### src/rtl/cpu_ctrl_pkg.sv
// Shared definitions for the mini CPU control sequencer: opcodes, FSM states,
// instruction classes and the bundle of datapath strobes.
package cpu_ctrl_pkg;

   localparam int OP_LD   = 0;
   localparam int OP_LDI  = 1;
   localparam int OP_ST   = 2;
   localparam int OP_ADD  = 3;
   localparam int OP_SUB  = 4;
   localparam int OP_AND  = 5;
   localparam int OP_OR   = 6;
   localparam int OP_SHR  = 7;
   localparam int OP_SHRA = 8;
   localparam int OP_SHL  = 9;
   localparam int OP_ROR  = 10;
   localparam int OP_ROL  = 11;
   localparam int OP_ADDI = 12;
   localparam int OP_ANDI = 13;
   localparam int OP_ORI  = 14;
   localparam int OP_MUL  = 15;
   localparam int OP_DIV  = 16;
   localparam int OP_NEG  = 17;
   localparam int OP_NOT  = 18;
   localparam int OP_BR   = 19;
   localparam int OP_JR   = 20;
   localparam int OP_JAL  = 21;
   localparam int OP_IN   = 22;
   localparam int OP_OUT  = 23;
   localparam int OP_MFHI = 24;
   localparam int OP_MFLO = 25;
   localparam int OP_NOP  = 26;
   localparam int OP_HALT = 27;

   typedef enum logic [3:0] {
      S_RST, S_F0, S_F1, S_F2, S_F3,
      S_T3, S_T4, S_T5, S_T6, S_T7,
      S_PAUSE, S_HALT
   } state_t;

   typedef enum logic [4:0] {
      C_ALU_R, C_ALU_I, C_UNARY, C_MULDIV, C_LD, C_LDI, C_ST, C_BR,
      C_JR, C_JAL, C_IN, C_OUT, C_MFHI, C_MFLO, C_NOP, C_HALT, C_ILLEGAL
   } op_class_t;

   typedef struct packed {
      logic gra, grb, grc, rin, rout, baout, cout, lnk;
      logic pcout, pcin, incpc, marin, mdrin, mdrout, irin, yin;
      logic zlowin, zhighin, zlowout, zhighout, hiin, hiout, loin, loout;
      logic conin, inportout, outportin, read, write;
   } strobe_t;

   // Steps that talk to memory and may be stretched by the ready handshake.
   function automatic logic is_mem_step(state_t s, op_class_t c);
      return (s == S_F2) || (s == S_T6 && c == C_LD) || (s == S_T7 && c == C_ST);
   endfunction

endpackage

### src/rtl/cpu_control_seq_if.sv
// Bundle between the control sequencer and the datapath: instruction, status
// inputs and every control strobe.
interface cpu_control_seq_if #(
   parameter int IR_W = 32
);
   logic [IR_W-1:0] IR;
   logic Con_FF, Mem_ready, Stop;
   logic Clear, Run, Illegal;
   logic Gra, Grb, Grc, Rin, Rout, BAout, Cout, Lnk;
   logic PCout, PCin, IncPC, MARin, MDRin, MDRout, IRin, Yin;
   logic Zlowin, Zhighin, Zlowout, Zhighout, HIin, HIout, LOin, LOout;
   logic CONin, InPortout, OutPortin, Read, Write;

   modport master (
      output IR, Con_FF, Mem_ready, Stop,
      input  Clear, Run, Illegal,
      input  Gra, Grb, Grc, Rin, Rout, BAout, Cout, Lnk,
      input  PCout, PCin, IncPC, MARin, MDRin, MDRout, IRin, Yin,
      input  Zlowin, Zhighin, Zlowout, Zhighout, HIin, HIout, LOin, LOout,
      input  CONin, InPortout, OutPortin, Read, Write
   );

   modport slave (
      input  IR, Con_FF, Mem_ready, Stop,
      output Clear, Run, Illegal,
      output Gra, Grb, Grc, Rin, Rout, BAout, Cout, Lnk,
      output PCout, PCin, IncPC, MARin, MDRin, MDRout, IRin, Yin,
      output Zlowin, Zhighin, Zlowout, Zhighout, HIin, HIout, LOin, LOout,
      output CONin, InPortout, OutPortin, Read, Write
   );
endinterface

### src/rtl/cpu_op_class.sv
// Combinational opcode to instruction-class decode; any opcode not listed
// is reported as ILLEGAL.
module cpu_op_class
   import cpu_ctrl_pkg::*;
#(
   parameter int OPC_W = 5
) (
   input  logic [OPC_W-1:0] opc,
   output op_class_t        cls
);

   always_comb begin
      cls = C_ILLEGAL;
      case (int'(opc))
         OP_ADD, OP_SUB, OP_AND, OP_OR, OP_SHR,
         OP_SHRA, OP_SHL, OP_ROR, OP_ROL:  cls = C_ALU_R;
         OP_ADDI, OP_ANDI, OP_ORI:         cls = C_ALU_I;
         OP_NEG, OP_NOT:                   cls = C_UNARY;
         OP_MUL, OP_DIV:                   cls = C_MULDIV;
         OP_LD:                            cls = C_LD;
         OP_LDI:                           cls = C_LDI;
         OP_ST:                            cls = C_ST;
         OP_BR:                            cls = C_BR;
         OP_JR:                            cls = C_JR;
         OP_JAL:                           cls = C_JAL;
         OP_IN:                            cls = C_IN;
         OP_OUT:                           cls = C_OUT;
         OP_MFHI:                          cls = C_MFHI;
         OP_MFLO:                          cls = C_MFLO;
         OP_NOP:                           cls = C_NOP;
         OP_HALT:                          cls = C_HALT;
         default:                          cls = C_ILLEGAL;
      endcase
   end

endmodule

### src/rtl/cpu_control_seq.sv
// Registered Moore control sequencer for the mini CPU: one microstep per
// clock, memory-ready wait states, pause between instructions and halt.
module cpu_control_seq
   import cpu_ctrl_pkg::*;
#(
   parameter int IR_W   = 32,
   parameter int OPC_W  = 5,
   parameter bit MEM_HS = 1'b1
) (
   input  logic             Clock,
   input  logic             Reset,
   cpu_control_seq_if.slave bus
);

   state_t          state_reg, state_next, fetch_entry;
   op_class_t       cls_reg, dec_cls;
   logic            illegal_reg, con_reg, mem_hold;
   logic [OPC_W-1:0] opc;
   logic            ir_low_unused;
   strobe_t         strb;

   assign opc           = bus.IR[IR_W-1 -: OPC_W];
   assign ir_low_unused = ^bus.IR[IR_W-OPC_W-1:0];

   cpu_op_class #(.OPC_W(OPC_W)) u_op_class (
      .opc (opc),
      .cls (dec_cls)
   );

   assign mem_hold    = MEM_HS && is_mem_step(state_reg, cls_reg) && !bus.Mem_ready;
   assign fetch_entry = bus.Stop ? S_PAUSE : S_F0;

   // The instruction class is captured when F3 is left so later IR changes are ignored.
   always_ff @(posedge Clock or posedge Reset) begin
      if (Reset) begin
         state_reg   <= S_RST;
         cls_reg     <= C_NOP;
         illegal_reg <= 1'b0;
         con_reg     <= 1'b0;
      end else begin
         state_reg   <= state_next;
         con_reg     <= bus.Con_FF;
         illegal_reg <= (state_reg == S_F3) && (dec_cls == C_ILLEGAL);
         if (state_reg == S_F3) begin
            cls_reg <= dec_cls;
         end
      end
   end

   always_comb begin
      state_next = state_reg;
      if (!mem_hold) begin
         case (state_reg)
            S_RST, S_PAUSE: state_next = fetch_entry;
            S_HALT:         state_next = S_HALT;
            S_F0:           state_next = S_F1;
            S_F1:           state_next = S_F2;
            S_F2:           state_next = S_F3;
            S_F3: begin
               case (dec_cls)
                  C_NOP, C_ILLEGAL: state_next = fetch_entry;
                  C_HALT:           state_next = S_HALT;
                  default:          state_next = S_T3;
               endcase
            end
            S_T3: begin
               case (cls_reg)
                  C_JR, C_IN, C_OUT, C_MFHI, C_MFLO: state_next = fetch_entry;
                  C_UNARY:                           state_next = S_T5;
                  default:                           state_next = S_T4;
               endcase
            end
            S_T4: state_next = (cls_reg == C_JAL) ? fetch_entry : S_T5;
            S_T5: begin
               case (cls_reg)
                  C_ALU_R, C_ALU_I, C_UNARY, C_LDI: state_next = fetch_entry;
                  default:                          state_next = S_T6;
               endcase
            end
            S_T6: state_next = (cls_reg == C_MULDIV || cls_reg == C_BR) ? fetch_entry : S_T7;
            S_T7: state_next = fetch_entry;
            default: state_next = S_RST;
         endcase
      end
   end

   always_comb begin
      strb = '0;
      case (state_reg)
         S_F0: begin strb.pcout = 1'b1; strb.marin = 1'b1; strb.incpc = 1'b1; strb.zlowin = 1'b1; end
         S_F1: begin strb.zlowout = 1'b1; strb.pcin = 1'b1; end
         S_F2: begin strb.read = 1'b1; strb.mdrin = 1'b1; end
         S_F3: begin strb.mdrout = 1'b1; strb.irin = 1'b1; end
         S_T3: begin
            case (cls_reg)
               C_ALU_R, C_ALU_I: begin strb.grb = 1'b1; strb.rout = 1'b1; strb.yin = 1'b1; end
               C_UNARY: begin
                  strb.grb = 1'b1; strb.rout = 1'b1; strb.zlowin = 1'b1; strb.zhighin = 1'b1;
               end
               C_MULDIV: begin strb.gra = 1'b1; strb.rout = 1'b1; strb.yin = 1'b1; end
               C_LD, C_LDI, C_ST: begin strb.grb = 1'b1; strb.baout = 1'b1; strb.yin = 1'b1; end
               C_BR:   begin strb.gra = 1'b1; strb.rout = 1'b1; strb.conin = 1'b1; end
               C_JR:   begin strb.gra = 1'b1; strb.rout = 1'b1; strb.pcin = 1'b1; end
               C_JAL:  begin strb.pcout = 1'b1; strb.rin = 1'b1; strb.lnk = 1'b1; end
               C_IN:   begin strb.inportout = 1'b1; strb.gra = 1'b1; strb.rin = 1'b1; end
               C_OUT:  begin strb.gra = 1'b1; strb.rout = 1'b1; strb.outportin = 1'b1; end
               C_MFHI: begin strb.hiout = 1'b1; strb.gra = 1'b1; strb.rin = 1'b1; end
               C_MFLO: begin strb.loout = 1'b1; strb.gra = 1'b1; strb.rin = 1'b1; end
               default: strb = '0;
            endcase
         end
         S_T4: begin
            case (cls_reg)
               C_ALU_R: begin
                  strb.grc = 1'b1; strb.rout = 1'b1; strb.zlowin = 1'b1; strb.zhighin = 1'b1;
               end
               C_ALU_I: begin strb.cout = 1'b1; strb.zlowin = 1'b1; strb.zhighin = 1'b1; end
               C_MULDIV: begin
                  strb.grb = 1'b1; strb.rout = 1'b1; strb.zlowin = 1'b1; strb.zhighin = 1'b1;
               end
               C_LD, C_LDI, C_ST: begin strb.cout = 1'b1; strb.zlowin = 1'b1; end
               C_BR:  begin strb.pcout = 1'b1; strb.yin = 1'b1; end
               C_JAL: begin strb.gra = 1'b1; strb.rout = 1'b1; strb.pcin = 1'b1; end
               default: strb = '0;
            endcase
         end
         S_T5: begin
            case (cls_reg)
               C_ALU_R, C_ALU_I, C_UNARY, C_LDI: begin
                  strb.zlowout = 1'b1; strb.gra = 1'b1; strb.rin = 1'b1;
               end
               C_MULDIV:   begin strb.zlowout = 1'b1; strb.loin = 1'b1; end
               C_LD, C_ST: begin strb.zlowout = 1'b1; strb.marin = 1'b1; end
               C_BR:       begin strb.cout = 1'b1; strb.zlowin = 1'b1; end
               default: strb = '0;
            endcase
         end
         S_T6: begin
            case (cls_reg)
               C_MULDIV: begin strb.zhighout = 1'b1; strb.hiin = 1'b1; end
               C_LD:     begin strb.read = 1'b1; strb.mdrin = 1'b1; end
               C_ST:     begin strb.gra = 1'b1; strb.rout = 1'b1; strb.mdrin = 1'b1; end
               // Branch target is taken only when the condition flag is set.
               C_BR:     begin strb.zlowout = 1'b1; strb.pcin = con_reg; end
               default: strb = '0;
            endcase
         end
         S_T7: begin
            case (cls_reg)
               C_LD: begin strb.mdrout = 1'b1; strb.gra = 1'b1; strb.rin = 1'b1; end
               C_ST: strb.write = 1'b1;
               default: strb = '0;
            endcase
         end
         default: strb = '0;
      endcase
   end

   assign bus.Clear   = (state_reg == S_RST);
   assign bus.Run     = !(state_reg == S_RST || state_reg == S_PAUSE || state_reg == S_HALT);
   assign bus.Illegal = illegal_reg;

   assign bus.Gra       = strb.gra;
   assign bus.Grb       = strb.grb;
   assign bus.Grc       = strb.grc;
   assign bus.Rin       = strb.rin;
   assign bus.Rout      = strb.rout;
   assign bus.BAout     = strb.baout;
   assign bus.Cout      = strb.cout;
   assign bus.Lnk       = strb.lnk;
   assign bus.PCout     = strb.pcout;
   assign bus.PCin      = strb.pcin;
   assign bus.IncPC     = strb.incpc;
   assign bus.MARin     = strb.marin;
   assign bus.MDRin     = strb.mdrin;
   assign bus.MDRout    = strb.mdrout;
   assign bus.IRin      = strb.irin;
   assign bus.Yin       = strb.yin;
   assign bus.Zlowin    = strb.zlowin;
   assign bus.Zhighin   = strb.zhighin;
   assign bus.Zlowout   = strb.zlowout;
   assign bus.Zhighout  = strb.zhighout;
   assign bus.HIin      = strb.hiin;
   assign bus.HIout     = strb.hiout;
   assign bus.LOin      = strb.loin;
   assign bus.LOout     = strb.loout;
   assign bus.CONin     = strb.conin;
   assign bus.InPortout = strb.inportout;
   assign bus.OutPortin = strb.outportin;
   assign bus.Read      = strb.read;
   assign bus.Write     = strb.write;

endmodule

### src/flat_wrapper.sv
// flat-port wrapper written by rule: the top's interface ports become plain ports
module cpu_control_seq_flat import cpu_ctrl_pkg::*;
#(
   parameter int IR_W   = 32,
   parameter int OPC_W  = 5,
   parameter bit MEM_HS = 1'b1
)
  (Clock, Reset, bus_IR, bus_Con_FF, bus_Mem_ready, bus_Stop, bus_Clear, bus_Run, bus_Illegal, bus_Gra, bus_Grb, bus_Grc, bus_Rin, bus_Rout, bus_BAout, bus_Cout, bus_Lnk, bus_PCout, bus_PCin, bus_IncPC, bus_MARin, bus_MDRin, bus_MDRout, bus_IRin, bus_Yin, bus_Zlowin, bus_Zhighin, bus_Zlowout, bus_Zhighout, bus_HIin, bus_HIout, bus_LOin, bus_LOout, bus_CONin, bus_InPortout, bus_OutPortin, bus_Read, bus_Write);
  cpu_control_seq_if #(.IR_W(IR_W)) bus_i ();
  input  logic Clock;
  input  logic Reset;
  input wire logic [$bits(bus_i.IR)-1:0] bus_IR;
  input wire logic [$bits(bus_i.Con_FF)-1:0] bus_Con_FF;
  input wire logic [$bits(bus_i.Mem_ready)-1:0] bus_Mem_ready;
  input wire logic [$bits(bus_i.Stop)-1:0] bus_Stop;
  output wire logic [$bits(bus_i.Clear)-1:0] bus_Clear;
  output wire logic [$bits(bus_i.Run)-1:0] bus_Run;
  output wire logic [$bits(bus_i.Illegal)-1:0] bus_Illegal;
  output wire logic [$bits(bus_i.Gra)-1:0] bus_Gra;
  output wire logic [$bits(bus_i.Grb)-1:0] bus_Grb;
  output wire logic [$bits(bus_i.Grc)-1:0] bus_Grc;
  output wire logic [$bits(bus_i.Rin)-1:0] bus_Rin;
  output wire logic [$bits(bus_i.Rout)-1:0] bus_Rout;
  output wire logic [$bits(bus_i.BAout)-1:0] bus_BAout;
  output wire logic [$bits(bus_i.Cout)-1:0] bus_Cout;
  output wire logic [$bits(bus_i.Lnk)-1:0] bus_Lnk;
  output wire logic [$bits(bus_i.PCout)-1:0] bus_PCout;
  output wire logic [$bits(bus_i.PCin)-1:0] bus_PCin;
  output wire logic [$bits(bus_i.IncPC)-1:0] bus_IncPC;
  output wire logic [$bits(bus_i.MARin)-1:0] bus_MARin;
  output wire logic [$bits(bus_i.MDRin)-1:0] bus_MDRin;
  output wire logic [$bits(bus_i.MDRout)-1:0] bus_MDRout;
  output wire logic [$bits(bus_i.IRin)-1:0] bus_IRin;
  output wire logic [$bits(bus_i.Yin)-1:0] bus_Yin;
  output wire logic [$bits(bus_i.Zlowin)-1:0] bus_Zlowin;
  output wire logic [$bits(bus_i.Zhighin)-1:0] bus_Zhighin;
  output wire logic [$bits(bus_i.Zlowout)-1:0] bus_Zlowout;
  output wire logic [$bits(bus_i.Zhighout)-1:0] bus_Zhighout;
  output wire logic [$bits(bus_i.HIin)-1:0] bus_HIin;
  output wire logic [$bits(bus_i.HIout)-1:0] bus_HIout;
  output wire logic [$bits(bus_i.LOin)-1:0] bus_LOin;
  output wire logic [$bits(bus_i.LOout)-1:0] bus_LOout;
  output wire logic [$bits(bus_i.CONin)-1:0] bus_CONin;
  output wire logic [$bits(bus_i.InPortout)-1:0] bus_InPortout;
  output wire logic [$bits(bus_i.OutPortin)-1:0] bus_OutPortin;
  output wire logic [$bits(bus_i.Read)-1:0] bus_Read;
  output wire logic [$bits(bus_i.Write)-1:0] bus_Write;
  assign bus_i.IR = bus_IR;
  assign bus_i.Con_FF = bus_Con_FF;
  assign bus_i.Mem_ready = bus_Mem_ready;
  assign bus_i.Stop = bus_Stop;
  assign bus_Clear = bus_i.Clear;
  assign bus_Run = bus_i.Run;
  assign bus_Illegal = bus_i.Illegal;
  assign bus_Gra = bus_i.Gra;
  assign bus_Grb = bus_i.Grb;
  assign bus_Grc = bus_i.Grc;
  assign bus_Rin = bus_i.Rin;
  assign bus_Rout = bus_i.Rout;
  assign bus_BAout = bus_i.BAout;
  assign bus_Cout = bus_i.Cout;
  assign bus_Lnk = bus_i.Lnk;
  assign bus_PCout = bus_i.PCout;
  assign bus_PCin = bus_i.PCin;
  assign bus_IncPC = bus_i.IncPC;
  assign bus_MARin = bus_i.MARin;
  assign bus_MDRin = bus_i.MDRin;
  assign bus_MDRout = bus_i.MDRout;
  assign bus_IRin = bus_i.IRin;
  assign bus_Yin = bus_i.Yin;
  assign bus_Zlowin = bus_i.Zlowin;
  assign bus_Zhighin = bus_i.Zhighin;
  assign bus_Zlowout = bus_i.Zlowout;
  assign bus_Zhighout = bus_i.Zhighout;
  assign bus_HIin = bus_i.HIin;
  assign bus_HIout = bus_i.HIout;
  assign bus_LOin = bus_i.LOin;
  assign bus_LOout = bus_i.LOout;
  assign bus_CONin = bus_i.CONin;
  assign bus_InPortout = bus_i.InPortout;
  assign bus_OutPortin = bus_i.OutPortin;
  assign bus_Read = bus_i.Read;
  assign bus_Write = bus_i.Write;
  cpu_control_seq #(.IR_W(IR_W), .OPC_W(OPC_W), .MEM_HS(MEM_HS)) u_core (.Clock(Clock), .Reset(Reset), .bus(bus_i));
endmodule
### config.mk
export PLATFORM = sky130hd
export DESIGN_NAME = cpu_control_seq_flat
export DESIGN_NICKNAME = d
export VERILOG_FILES = /design/src/rtl/cpu_ctrl_pkg.sv /design/src/rtl/cpu_control_seq_if.sv /design/src/rtl/cpu_op_class.sv /design/src/rtl/cpu_control_seq.sv /design/src/flat_wrapper.sv
export SDC_FILE = /design/constraint.sdc
export NUM_CORES = 1
export LEC_CHECK = 0
export BUFFER_PORTS_ARGS = -buffer_cell sky130_fd_sc_hd__clkbuf_2
export CAP_MARGIN = 20
export CORE_ASPECT_RATIO = 0.75
export CORE_MARGIN = 2
export CORE_UTILIZATION = 45
export CTS_BUF_LIST = sky130_fd_sc_hd__clkbuf_8
export DETAILED_ROUTE_END_ITERATION = 6
export PLACE_DENSITY_LB_ADDON = 0.25
export SYNTH_ARGS = -nofsm -noshare
export SYNTH_HDL_FRONTEND = slang
export SYNTH_HIERARCHICAL = 1
export SYNTH_SLANG_ARGS = --single-unit
### constraint.sdc
create_clock -name Clock -period 1.9 [get_ports Clock]
set_clock_uncertainty 0.1 [all_clocks]
set_input_delay 0.38 -clock Clock [delete_from_list [all_inputs] [get_ports Clock]]
set_output_delay 0.38 -clock Clock [all_outputs]
set_load 0.005 [all_outputs]
==> results.json, run 1 <==
{
  "status": "did not finish",
  "stop_stage": "5_1_grt",
  "stop_error": "[ERROR GRT-0232] Routing congestion too high. Check the congestion heatmap in the GUI.",
  "place_congestion": 0.996,
  "post-place-ws_ns": -0.389,
  "synthFlopType": "dfrtp_1",
  "yosys.area.top_type": "dfrtp_1",
  "synth_cell_types": 61,
  "grt-ovfl-total": 88,
  "grt_use_total": 0.799,
  "start_util": 0.481,
  "cts_buffers": 3,
  "avgSynthCellArea_um2": 6.94,
  "synth_seq_area_share": 0.172,
  "clock-sinks": 11,
  "synth_seq_cells": 11,
  "synth_area_leaders": "dfrtp_1, nand2_1, nor2_1",
  "rows": 18,
  "worstEndpointGrtRepair": "bus_Rin",
  "numPortBuffers": 41,
  "dp_hpwl_um": 4310,
  "yosys_warnings": 6,
  "synthCells": 234,
  "clockBufferDepth": 2,
  "netlist_area_um2": 1620,
  "die_x_um": 73.4,
  "htree_levels": 1,
  "synth.top_cell.area_share": 0.123,
  "die_h_um": 56.0,
  "synth_fp_nets": 276,
  "io-pin-count": 69,
  "synth_edf_count": 0,
  "async_flop_share": 1.00,
  "ys_top_cells_by_count": "nand2_1, nor2_1, a21oi_1, inv_1, nand3_1",
  "cts_hold_buffers": 0,
  "root_buffer": "clkbuf_8",
  "dp.cells": 364,
  "worst_endpoint_kind": "primary output",
  "grt_max_degree": 13,
  "place_area_um2": 2300,
  "yosysMostFrequentCell": "nand2_1"
}
## logic make-up after synthesis
kind of cell               share of synthesized area
AOI/OAI and AO/OA                              0.247
xor gates and xnor gates                      0.0216
adders and majority gates                     0.0385
buffers and inverters                         0.0940
DFF                                            0.172
and+or+nand+nor                                0.428
## through the flow
stage          TNS (ns)   util
2_1_floorplan  -0.00403      -
3_3_place_gp      -1.97  0.681
3_5_place_dp      -2.55  0.681
4_1_cts           -7.82  0.889
## layer usage
| metal | overflow | track usage |
|---|---|---|
| met5 | 0 | 0.0694 |
| met4 | 35 | 0.839 |
| met3 | 2 | 0.562 |
| met2 | 51 | 0.959 |
| met1 | 0 | 0.847 |
## repair_timing
item	CTS
pin swaps	40
buffers inserted	28
setup endpoints to repair	34
gates cloned	2
resized for setup	84
==> run 2, diff against run 1 <==
Settings changed: CORE_ASPECT_RATIO 0.75 to not set, CORE_UTILIZATION 45 to 40, CTS_BUF_LIST sky130_fd_sc_hd__clkbuf_8 to not set, PLACE_DENSITY_LB_ADDON 0.25 to 0.15.
Clock period 1.9 ns to 2.5 ns, I/O delays scaled along.
==> run 2 against run 1 <==
Effect of this change:
- the run now ends clean
- synthesized area stayed put
- synthesized cell count stayed put
==> results.json, run 2 <==
{
  "yosys_warnings": 6,
  "regToRegEndpoint": "u_core/state_reg[3]",
  "grtUsageMet2": 0.342,
  "layout_commonest_cell": "clkbuf_2",
  "combPwrFrac": 0.730,
  "grt_use_total": 0.220,
  "syn_to_final_growth_pct": 24.0,
  "critPathKind": "reg2out",
  "yosysMostFrequentCell": "nand2_1",
  "slew_headroom": 0.707,
  "p_total_uw": 2130,
  "synth_edf_count": 0,
  "totalWireLength_um": 4750,
  "r2r-start": "u_core/cls_reg[2]",
  "critPathRequiredTime_ns": 1.90,
  "clockBufferDepth": 2,
  "fin_crit_sh": 0.969,
  "die-area_um2": 4590,
  "htree_levels": 1,
  "rsz0062_at_grt": "true",
  "dp_hpwl_um": 3710,
  "first_iter_violations": 163,
  "numPortBuffers": 41,
  "period_minus_slack_ns": 2.42,
  "yosys.area.top_type": "dfrtp_1",
  "timing.fmax_mhz": 413,
  "avgSynthCellArea_um2": 6.94,
  "top_usage_layer": "met2",
  "cp.arrival_ns": 1.82,
  "grt_pass1_wl_um": 7690,
  "power_density_nw_per_um2": 1060,
  "p_leak_uw": 0.000974,
  "final_cell_mix": "clkbuf_2, nand2_1, nor2_1",
  "root_buffer": "clkbuf_8",
  "r2r_cells": 6,
  "synthCells": 234,
  "grt_max_degree": 21,
  "drt-pass1-iter-count": 4,
  "grt-ovfl-total": 0,
  "die_x_um": 67.7,
  "report.final.hold_viol_count": 0,
  "maxCapViolCount": 0,
  "slew_viol_final": 0,
  "synthFlopType": "dfrtp_1",
  "clockPowerShare": 0.083,
  "nets": 324,
  "io-pin-count": 69,
  "p_sw_frac": 0.509,
  "status": "finished, final reports clean",
  "grt_use_met3": 0.0367,
  "start_util": 0.412,
  "clkSlewWorstSetupHoldPaths_ns": 0.05,
  "p_sw_uw": 1090,
  "cts_buffers": 3,
  "fin_ws_ns": 0.0784,
  "synth_seq_area_share": 0.172,
  "grtUsageMet1": 0.311,
  "post-place-ws_ns": 0.0939,
  "cts_tree": "yes",
  "synth.top_cell.area_share": 0.123,
  "reg2reg_slack_ns": 0.46,
  "endpoint_kind": "output port",
  "hold_class": "in2async",
  "worst_pin_slew_ns": 0.439,
  "synth_cell_types": 61,
  "wl_per_cell_um": 14.3,
  "die_h_um": 67.7,
  "diodes": 0,
  "clock-sinks": 11,
  "drive_gt1_frac": 0.335,
  "grt_pass1_vias": 1640,
  "setup_violations": 0,
  "viasPerCell": 5.61,
  "internal_power_uw": 1050,
  "whs_ns": 0.133,
  "synth_fp_nets": 276,
  "final_antenna_net_count": 0,
  "netlist_area_um2": 1620,
  "largest_reg_flops": 5,
  "coreArea_um2": 3940,
  "vias": 1858,
  "critPathLaunchType": "flop",
  "crit_fanout": 2,
  "ys_top_cells_by_count": "nand2_1, nor2_1, a21oi_1, inv_1, nand3_1",
  "place_congestion": 0.903,
  "route.detailed.drc": 0,
  "rows": 23,
  "async_flop_share": 1.00,
  "clkLatencyLatePin_ns": 0.23,
  "grt_antenna_before_repair": 0,
  "synth_seq_cells": 11,
  "synth_area_leaders": "dfrtp_1, nand2_1, nor2_1",
  "pwr-share-seq": 0.187,
  "vdd.ir_drop.worst_mv": 0.465
}
run 2: layer usage:
metal  wire length (um)  up-vias
met5                  0        -
met4                 72        0
met3                200        4
met2               2180       45
met1               2300      872
li1                   -      937
run 2: worst max path at each step:
stage	startpoint	end	slack, ns	cells after the start
finish	u_core/cls_reg[2]	bus_Rin	0.08	6
floorplan	bus_IR[27]	u_core/state_reg[0]	0.40	9
detailed placement	bus_IR[27]	u_core/state_reg[0]	0.09	10
CTS	u_core/cls_reg[0]	bus_PCin	0.04	5
global route	u_core/state_reg[2]	bus_PCin	-0.004	7
global placement	bus_IR[27]	u_core/state_reg[0]	0.09	10
run 2: cells by family after synthesis:
| group | after synthesis | share of synthesized area |
|---|---|---|
| and+or+nand+nor | 126 | 0.428 |
| AOI/OAI and AO/OA | 59 | 0.247 |
| buffers and inverters | 29 | 0.0940 |
| DFF | 11 | 0.172 |
| adders and majority gates | 5 | 0.0385 |
| xor gates and xnor gates | 4 | 0.0216 |
run 2: final cells by class:
| cell class | instances | area, um2 |
|---|---|---|
| fill | 413 | 1930 |
| timing repair buffer | 63 | 370 |
| inverter | 9 | 33.8 |
| sequential | 11 | 283 |
| multi-input combinational | 194 | 1220 |
| tap | 50 | 62.6 |
| clock buffer | 4 | 45.0 |
run 2: metrics by stage:
stage / cell area, um2 / util / instances / setup TNS (ns)
after detailed placement: 1920 / 0.486 / 324 / 0
after global placement: 1920 / 0.486 / 324 / 0
after CTS: 1980 / 0.501 / 330 / 0
final: 2010 / 0.511 / 331 / 0
after floorplan: 1620 / - / 234 / 0
after global routing: 2010 / 0.511 / 331 / -0.00670
run 2: power by group through the flow:
stage / sequential [uW] / clock (uW) / combinational [uW]
after floorplan: 292 / 0 / 1160
after global placement: 404 / 0 / 1480
after detailed placement: 404 / 0 / 1470
after CTS: 391 / 185 / 1510
after global routing: 409 / 196 / 1710
final: 400 / 177 / 1560
run 2: critical path, cell delays in order (launching register included):
cell	delay (ns)
dfstp_2	0.52
or3b_4	0.40
nor3_4	0.20
nand3_2	0.11
o21a_1	0.14
o31ai_1	0.07
buf_2	0.15
run 2: timing repair:
item                       4_1_cts  5_1_grt
setup buffers                    2        1
cloned                           0        0
resized for setup                0       10
pin swaps                        0        1
setup endpoints to repair        1       12
hold buffers                     0        0
Power figures use the tool's default switching activity.
==> run 3, diff against run 2 <==
Settings changed: BUFFER_PORTS_ARGS -buffer_cell sky130_fd_sc_hd__clkbuf_2 to -buffer_cell sky130_fd_sc_hd__buf_2.
==> run 3 against run 2 <==
Effect of this change:
- sequential power shrank 5.5%
- via count shrank 0.11%
- critical path depth grew 1
- maximum frequency shrank 1.4%
- die area is the same
- power grew 0.30%
- final area shrank 0.19%
- utilization shrank 0.095 points
- clock-buffer cell count is the same
- sequential cell count is the same
- routed wire length grew 3.0%
- first-iteration DRC count shrank 18%
- critical endpoint unchanged
- largest cell class unchanged
- highest routed layer unchanged
==> results.json, run 3 (synthesis results as in run 2) <==
{
  "fin_ws_ns": 0.0447,
  "totalWireLength_um": 4890,
  "clkSlewWorstSetupHoldPaths_ns": 0.05,
  "cts_buffers": 3,
  "critPathKind": "reg2out",
  "numPortBuffers": 41,
  "slew_viol_final": 0,
  "cts_tree": "yes",
  "drive_gt1_frac": 0.327,
  "status": "finished, final reports clean",
  "clock-sinks": 11,
  "route.detailed.drc": 0,
  "clkLatencyLatePin_ns": 0.24,
  "critPathRequiredTime_ns": 1.90,
  "first_iter_violations": 133,
  "p_leak_uw": 0.000995,
  "final_antenna_net_count": 0,
  "root_buffer": "clkbuf_8",
  "diodes": 0,
  "grt_use_total": 0.224,
  "wl_per_cell_um": 14.8,
  "dp.cells": 324,
  "dp_hpwl_um": 3780,
  "place_congestion": 0.907,
  "setup_tns_ns": 0,
  "post-place-ws_ns": 0.0956,
  "nets": 324,
  "coreArea_um2": 3940,
  "fin_cells": 331,
  "vdd.ir_drop.worst_mv": 0.574,
  "die_x_um": 67.7,
  "rsz0062_at_grt": "true",
  "fin_crit_sh": 0.982,
  "viasPerCell": 5.61,
  "hold_class": "in2async",
  "slew_headroom": 0.700,
  "critPathLaunchType": "flop",
  "final_cell_mix": "buf_2, nand2_1, nor2_1",
  "syn_to_final_growth_pct": 23.7,
  "die_h_um": 67.7,
  "report.final.hold_viol_count": 0,
  "grt_max_degree": 21,
  "timing.fmax_mhz": 407,
  "layout_commonest_cell": "buf_2",
  "grt-ovfl-total": 0,
  "crit_fanout": 6,
  "cp.arrival_ns": 1.86,
  "endpoint_kind": "output port",
  "fin_util": 0.510,
  "die-area_um2": 4590,
  "clockBufferDepth": 2,
  "grt_pass1_vias": 1608,
  "vias": 1856,
  "io-pin-count": 69,
  "rows": 23,
  "htree_levels": 1,
  "start_util": 0.412,
  "worst_pin_slew_ns": 0.449,
  "setup_violations": 0,
  "period_minus_slack_ns": 2.46,
  "grt_pass1_wl_um": 7760,
  "whs_ns": 0.154,
  "largest_reg_flops": 5,
  "drt-pass1-iter-count": 4,
  "fillers": 399,
  "maxCapViolCount": 0,
  "grt_antenna_before_repair": 0,
  "power_density_nw_per_um2": 1070
}
run 3: stage by stage:
step                      power, uW  instance area [um2]
after global routing           2320                 2010
final                          2140                 2010
after floorplan                1460                 1620
after detailed placement       1880                 1920
after global placement         1890                 1920
after CTS                      2080                 1960
run 3: where the power goes:
group | total [uW] | switching, uW | internal, uW
combinational | 1580 | 908 | 672
sequential | 378 | 113 | 264
clock | 183 | 70.3 | 112
total | 2140 | 1090 | 1050
run 3: path summary, 6_finish.rpt:
check	start	endpoint	slack, ns	depth (start not counted)
setup reg to reg	u_core/cls_reg[2]	u_core/state_reg[3]	0.45	6
hold / removal	Reset	u_core/bus.Illegal	0.15	2
hold reg to reg	u_core/cls_reg[3]	u_core/cls_reg[3]	0.41	2
setup / recovery	u_core/cls_reg[3]	bus_Rin	0.04	7
min in group Clock	bus_Con_FF	u_core/con_reg	0.27	1
max in group asynchronous	Reset	u_core/cls_reg[2]	1.81	2
run 3: repair_timing:
action	CTS	global route
setup endpoints to repair	0	5
hold buffers	0	0
setup buffers	0	3
resized for setup	0	7
run 3: worst max-delay path, cell delays in order (launching register included):
cell and delay, ns:
dfstp_2 0.40, buf_4 0.14, or3b_4 0.39, nor3_4 0.22, nand3_2 0.10, o21a_1 0.13, o31ai_1 0.07, buf_2 0.15
run 3: final cells by class:
| type | count | area, um2 | share of cell area |
|---|---|---|---|
| timing repair buffer | 63 | 370 | 0.184 |
| multi-input combinational | 194 | 1220 | 0.605 |
| inverter | 9 | 33.8 | 0.0168 |
| sequential | 11 | 282 | 0.140 |
| clock buffer | 4 | 45.0 | 0.0224 |
| tap | 50 | 62.6 | 0.0311 |
run 3: layer usage:
layer / share of wire / vias to the layer above / GRT usage
li1: - / 937 / -
met4: 0.015 / 0 / 0.0587
met1: 0.46 / 850 / 0.314
met2: 0.47 / 60 / 0.354
met3: 0.059 / 9 / 0.0350
met5: 0 / - / 0
==> run 4, diff against run 3 <==
Settings changed: CTS_BUF_LIST set to sky130_fd_sc_hd__clkbuf_16, GPL_TIMING_DRIVEN set to 0.
==> run 4 against run 3 <==
Effect of this change:
- the run now ends with setup timing left
- final area grew 1.7%
- global-route usage is 0.54 points higher
- sequential cell count did not move
- combinational power grew 6%
- die area unchanged
- non-clock buffer count stayed put
- routed wire length fell by 1.3%
- sequential power decreased by 21%
- final cell count did not move
- maximum frequency down 2.4%
- via count grew 0.81%
- clock-buffer cell count is 1 lower
- highest routed layer unchanged
==> results.json, run 4 (synthesis results as in run 2) <==
{
  "status": "complete, but fails checks",
  "violations": "setup timing",
  "setup_tns_ns": -0.0152,
  "fin_ws_ns": -0.0152,
  "final_antenna_net_count": 0,
  "grt-ovfl-total": 0,
  "numPortBuffers": 40,
  "place_congestion": 0.870,
  "cp.arrival_ns": 1.92,
  "critPathRequiredTime_ns": 1.90,
  "reg2reg_slack_ns": 0.48,
  "internal_power_uw": 1140,
  "regToRegEndpoint": "u_core/state_reg[1]",
  "setup_violations": 1,
  "first_iter_violations": 132,
  "grt_pass1_vias": 1680,
  "critPathKind": "reg2out",
  "rsz0062_at_grt": "true",
  "maxCapViolCount": 0,
  "slew_viol_final": 0,
  "whs_ns": 0.155,
  "clock-sinks": 11,
  "largest_reg_flops": 5,
  "p_total_uw": 2250,
  "slew_headroom": 0.671,
  "htree_levels": 1,
  "diodes": 0,
  "die_h_um": 67.7,
  "p_leak_uw": 0.00103,
  "route.detailed.drc": 0,
  "worst_pin_slew_ns": 0.490,
  "fin_crit_sh": 1.01,
  "combPwrFrac": 0.741,
  "crit_fanout": 3,
  "post-place-ws_ns": 0.0481,
  "vdd.ir_drop.worst_mv": 0.448,
  "period_minus_slack_ns": 2.52,
  "grt_pass1_wl_um": 7960,
  "drive_gt1_frac": 0.317,
  "wl_per_cell_um": 14.6,
  "r2r-start": "u_core/cls_reg[2]",
  "layout_commonest_cell": "buf_2",
  "rows": 23,
  "endpoint_kind": "output port",
  "grt_use_total": 0.229,
  "start_util": 0.412,
  "pwr-share-seq": 0.133,
  "clkSlewWorstSetupHoldPaths_ns": 0.04,
  "clkLatencyLatePin_ns": 0.24,
  "die-area_um2": 4590,
  "dp_hpwl_um": 3640,
  "p_sw_frac": 0.496,
  "syn_to_final_growth_pct": 25.9,
  "die_x_um": 67.7,
  "critPathLaunchType": "flop",
  "drt-pass1-iter-count": 4,
  "totalWireLength_um": 4830,
  "coreArea_um2": 3940,
  "root_buffer": "clkbuf_16",
  "final_cell_mix": "buf_2, nand2_1, nor2_1",
  "grt_antenna_before_repair": 0,
  "nets": 324,
  "cts_tree": "yes",
  "clockPowerShare": 0.126,
  "fin_cells": 331,
  "timing.fmax_mhz": 398,
  "io-pin-count": 69,
  "hold_class": "in2async",
  "cts_buffers": 3,
  "grt_max_degree": 12,
  "r2r_cells": 6,
  "report.final.hold_viol_count": 0,
  "p_sw_uw": 1120,
  "power_density_nw_per_um2": 1100,
  "vias": 1871,
  "dp.cells": 324,
  "clockBufferDepth": 2,
  "viasPerCell": 5.65
}
[run 4: changes by cell type in the layout (fill, tap and decap cells not counted), moves of 2 or more]
| cell | delta |
|---|---|
| buf_2 | +5 |
| clkbuf_16 | +3 |
| buf_6 | +4 |
| clkbuf_2 | +2 |
| clkbuf_8 | -3 |
| buf_4 | -15 |
[run 4: layout make-up]
| class | count | area [um2] |
|---|---|---|
| Clock buffer | 3 | 75.1 |
| Buffer | 20 | 134 |
| Fill cell | 423 | 1900 |
| Tap cell | 50 | 62.6 |
| Inverter | 9 | 33.8 |
| Multi-Input combinational cell | 194 | 1230 |
| Sequential cell | 11 | 280 |
| Clock inverter | 1 | 3.75 |
| Timing Repair Buffer | 43 | 223 |
[run 4: through the flow]
step / utilization / instance area [um2]
after floorplan: - / 1620
after global placement: 0.479 / 1890
after detailed placement: 0.479 / 1890
after CTS: 0.501 / 1980
after global routing: 0.519 / 2040
final: 0.519 / 2040
[run 4: metal layers]
layer	routed length, um	vias up	GRT usage
li1	-	933	-
met1	2260	869	0.315
met2	2220	61	0.364
met3	265	8	0.0400
met4	84	0	0.0689
met5	0	-	0
[run 4: how the worst max path moves through the flow]
stage                           start                   to  slack, ns
CTS                 u_core/cls_reg[2]              bus_Rin     0.0004
global route        u_core/cls_reg[2]              bus_Rin      -0.07
detailed placement         bus_IR[27]  u_core/state_reg[1]       0.05
finish              u_core/cls_reg[2]              bus_Rin      -0.02
global placement           bus_IR[27]  u_core/state_reg[0]       0.08
floorplan                  bus_IR[27]  u_core/state_reg[0]       0.40
[run 4: timing repair]
item / 4_1_cts / 5_1_grt
gates resized for setup: 4 / 15
hold buffers: 0 / 0
setup endpoints to repair: 2 / 10
buffers inserted: 0 / 3
pin swaps: 0 / 1
[run 4: power by group through the flow]
stage	sequential, uW	combinational [uW]	clock, uW
final	300	1670	284
after global routing	306	1830	302
after global placement	298	1550	0
after detailed placement	300	1550	0
after CTS	299	1570	291
after floorplan	292	1160	0
[run 4: critical path: stages, from the launching register on]
cell	delay, ns
dfstp_2	0.52
or3b_1	0.36
buf_6	0.13
nor3_4	0.20
nand3_2	0.11
o21a_1	0.14
o31ai_1	0.07
buf_2	0.15
